`src/rtl/seq_det_multi.sv`:
```
// Serial pattern detector: PAT_W-bit history matched against one of two programmable patterns, with overlap control and a saturating match counter.
// flag is registered, one cycle after the completing bit's edge; no backpressure, one bit is accepted per in_vld beat.
module seq_det_multi #(
    parameter int PAT_W = 4,
    parameter int CNT_W = 8
) (
    input  logic             clk,
    input  logic             rst_n,
    input  logic             in_vld,
    input  logic             in_bit,
    input  logic             sel,
    input  logic [PAT_W-1:0] pat0,
    input  logic [PAT_W-1:0] pat1,
    input  logic             overlap_en,
    input  logic             clr,
    output logic             flag,
    output logic [CNT_W-1:0] match_cnt,
    output logic             cnt_sat
);

    localparam int FW = $clog2(PAT_W + 1);
    localparam logic [FW-1:0] FULL = FW'(PAT_W);

    logic [PAT_W-1:0] sr, sr_nxt, sr_shift;
    logic [FW-1:0]    fill, fill_nxt, fill_inc;
    logic [CNT_W-1:0] cnt_nxt;
    logic             sel_q, flag_nxt, hit;

    always_comb begin
        sr_shift = {sr[PAT_W-2:0], in_bit};
        fill_inc = (fill == FULL) ? fill : fill + 1'b1;
        hit      = (fill_inc == FULL) && (sr_shift == (sel ? pat1 : pat0));

        sr_nxt   = sr;
        fill_nxt = fill;
        cnt_nxt  = match_cnt;
        flag_nxt = 1'b0;

        if (clr) begin
            sr_nxt   = '0;
            fill_nxt = '0;
            cnt_nxt  = '0;
        end else if (sel != sel_q) begin
            // Pattern switch: history must refill with bits meant for the new pattern.
            fill_nxt = '0;
        end else if (in_vld) begin
            sr_nxt   = sr_shift;
            flag_nxt = hit;
            fill_nxt = fill_inc;
            if (hit) begin
                if (!(&match_cnt)) cnt_nxt = match_cnt + 1'b1;
                if (!overlap_en) fill_nxt = '0;
            end
        end
    end

    always_ff @(posedge clk or negedge rst_n) begin
        if (!rst_n) begin
            sr        <= '0;
            fill      <= '0;
            sel_q     <= 1'b0;
            flag      <= 1'b0;
            match_cnt <= '0;
            cnt_sat   <= 1'b0;
        end else begin
            sr        <= sr_nxt;
            fill      <= fill_nxt;
            sel_q     <= sel;
            flag      <= flag_nxt;
            match_cnt <= cnt_nxt;
            cnt_sat   <= &cnt_nxt;
        end
    end

endmodule
```
`config.mk`:
```
export PLATFORM = sky130hd
export DESIGN_NAME = seq_det_multi
export DESIGN_NICKNAME = d
export VERILOG_FILES = /design/src/rtl/seq_det_multi.sv
export SDC_FILE = /design/constraint.sdc
export NUM_CORES = 1
export LEC_CHECK = 0
export BUFFER_PORTS_ARGS = -buffer_cell sky130_fd_sc_hd__buf_2
export CAP_MARGIN = 10
export CORE_UTILIZATION = 35
export DETAILED_ROUTE_END_ITERATION = 16
export GPL_ROUTABILITY_DRIVEN = 1
export GPL_TIMING_DRIVEN = 1
export MAX_ROUTING_LAYER = met4
export PLACE_DENSITY_LB_ADDON = 0.05
export SLEW_MARGIN = 5
export SYNTH_ARGS = -nofsm -noshare
export SYNTH_HDL_FRONTEND = slang
export SYNTH_SLANG_ARGS = --single-unit
```
`constraint.sdc`:
```
create_clock -name clk -period 2.6 [get_ports clk]
set_clock_uncertainty 0.1 [all_clocks]
set_input_delay 0.65 -clock clk [delete_from_list [all_inputs] [get_ports clk]]
set_output_delay 0.65 -clock clk [all_outputs]
set_load 0.1 [all_outputs]
```
==> results.yml <==
cells_and_area:
  fin_area_um2: 1380
  antenna_cells: 0
  drive_above_1_share_pct: 36.4
  nets: 173
  synthToLayoutAreaGrowth_pct: 30.7
logic_synthesis:
  synthTopCellsByArea: "dfrtp_1, mux2i_1, xnor2_1"
  synth_area_per_cell_um2: 9.42
  yosysUniqueCellTypes: 35
  synth.largest_area_cell: "dfrtp_1"
  synth_most_common_cell: "dfrtp_1"
  ys_warn_count: 0
  ys.flop_type: "dfrtp_1"
  synth_xor_area_share_pct: 7.47
  ys_seq_area_share_pct: 40.3
  synth_nets: 130
  synth-simple-area-share_pct: 24.7
  synth_commonest_cells: "dfrtp_1, nand3_1, nor2_1"
  netlist.area_leader.share_pct: 40.3
  synth-compound-area-share_pct: 12.1
  synth_edf_count: 0
  synth-async-reset-ratio_pct: 100
  syn_area_um2: 1050
  synth_top_family_by_area: "simple AND/OR/NAND/NOR gates"
  synth-adder-area-share_pct: 3.56
  synthMuxAreaShare_pct: 7.12
  ys_ff_latch: 17
  synthCells: 112
critical_path:
  path_class: "primary input to flip-flop"
  rr_endpoint: "cnt_sat"
  required_ps: 2700
  r2r_slack_ps: 70
  rr_worst_depth: 7
  rr_startpoint: "fill[0]"
  cp-start-kind: "primary input"
  endpoint_kind: "flip-flop"
  crit_arrival_ps: 2670
  path_max_fanout: 4
detailed_routing:
  wl_per_cell_um: 13.4
  drc: 4
  route.vias.total: 955
  route.detailed.vias_per_inst: 5.16
  drt_wl_total_um: 2480
  ant_nets: 0
  drt_pre_antenna_iters: 10
  drt_iter0_markers: 20
run_status:
  violations: "DRC"
  status: "finished with violations"
cts:
  cts_tree: "yes"
  insertion_delay_ps: 290
  h-tree-depth: 1
  clk_pin_slew_ps: 100
  post-cts-setup-buffers: 0
  clock_path_buffers: 2
  clock-sinks: 17
  hold_buffers: 0
  cts_buffers: 3
  cts_root_buf: "clkbuf_4"
timing:
  tightest_slew_ps: 487
  hold_violations: 0
  relSlewSlack_pct: 67.8
  rsz0062_at_grt: "yes"
  setup_viol: 0
  finalSetupTns_ps: 0
  layout_min_cycle_time_ps: 2570
  final.setup.worst_slack_ps: 34.9
  fin_crit_sh_pct: 98.7
  fmax_ghz: 0.390
  timing.final.max_slew_violations: 0
die:
  core_area_um2: 2810
  fp-row-count: 19
  fp.dieH_um: 56.9
  io_pins: 25
  dieArea_um2: 3240
  start_util_pct: 37.6
  die_x_um: 56.9
grt:
  grt_overflow: 0
  grt_pass1_wl_um: 4350
  grt_pass1_vias: 956
  antenna_found_initial: 0
  grt_max_degree: 18
  grtUsageTotal_pct: 18.1
placement:
  place_hpwl_um: 1890
  dpl_cell_area_um2: 1330
  io_buffer_count: 24
  dp_slack_ps: -308
  gp_congestion: 0.843
min_path:
  hold_path.class: "primary input to asynchronous set/reset pin"
power:
  leakage_nw: 0.620
  power_density_nw_per_um2: 358
  ir_drop_v: 0.000251
flow_run:
  drv_cap: 0
-- flip-flops by register name, indices dropped and copies added (netlist names) --
register   cells
cnt_sat        1
fill           3
flag           1
match_cnt      8
sel_q          1
sr             3
-- where the power goes --
group	internal (mW)	total (mW)	leakage (nW)	switching [mW]
clock network	0.0598	0.143	0.0150	0.0836
registers	0.268	0.270	0.234	0.00249
logic	0.0401	0.0806	0.371	0.0405
total	0.368	0.494	0.620	0.127
-- cell type report --
| type | instances | area [µm²] |
|---|---|---|
| fill | 287 | 1430 |
| multi-input combinational | 86 | 612 |
| sequential | 17 | 425 |
| timing repair buffer | 42 | 258 |
| tap | 31 | 38.8 |
| clock buffer | 4 | 26.3 |
| inverter | 5 | 18.8 |
-- through the flow --
stage / hold slack, ps / power [mW] / utilization (%) / std cells
floorplan: 254 / 0.314 / - / 112
CTS: 163 / 0.506 / 48.8 / 185
detailed placement: 443 / 0.354 / 47.5 / 181
global placement: 442 / 0.353 / 47.5 / 181
global route: 186 / 0.524 / 49.2 / 185
finish: 168 / 0.494 / 49.2 / 185
-- repair_timing --
| action | CTS | global route |
|---|---|---|
| endpoints found under the hold margin | 0 | 0 |
| setup endpoints to repair | 1 | 2 |
| pin swaps | 2 | 1 |
| resized for setup | 4 | 3 |
-- how the worst max path moves through the flow --
stage               slack [ps]      end  cells after the start    start
floorplan                 -230  cnt_sat                      8      sel
global placement          -260  cnt_sat                      7      sel
detailed placement        -310  cnt_sat                      7      sel
CTS                         10  cnt_sat                      7  fill[0]
global route               -40  cnt_sat                      7  fill[0]
finish                      30  cnt_sat                      7      sel
-- layout by cell type, fill, tap and decap left out, types with 3 or more instances in the layout --
master and n:
buf_2 23, buf_4 18, dfrtp_1 17, nand3_1 9, nor2_1 9, nand2_1 8
a21oi_1 7, xnor2_1 6, mux2i_1 4, inv_1 4, clkbuf_4 4, nor4_1 3
nor3_1 3, nand4_1 3, o21ai_0 3, xor2_1 3
-- worst max-delay path: stages --
cell and delay [ps]:
clkbuf_4 140, mux2i_2 230, xnor2_1 110, or4_4 560, or3_4 370, mux2_4 320
a2111oi_4 280
-- per-layer routing --
metal	GRT usage (%)	part of all wire (%)
met5	-	0
met4	4.53	0.89
met3	4.84	3.5
met2	28.6	46
met1	23.2	50
-- cells by family (layout without fill, tap and decap cells) --
logic type | Yosys count | in the layout
adders and majority gates | 3 | 3
muxes | 7 | 7
and+or+nand+nor | 48 | 48
AOI/OAI and AO/OA | 19 | 19
DFF | 17 | 17
xor gates and xnor gates | 9 | 9
buffers and inverters | 9 | 51
No activity file was read; power rests on OpenSTA's default activity.
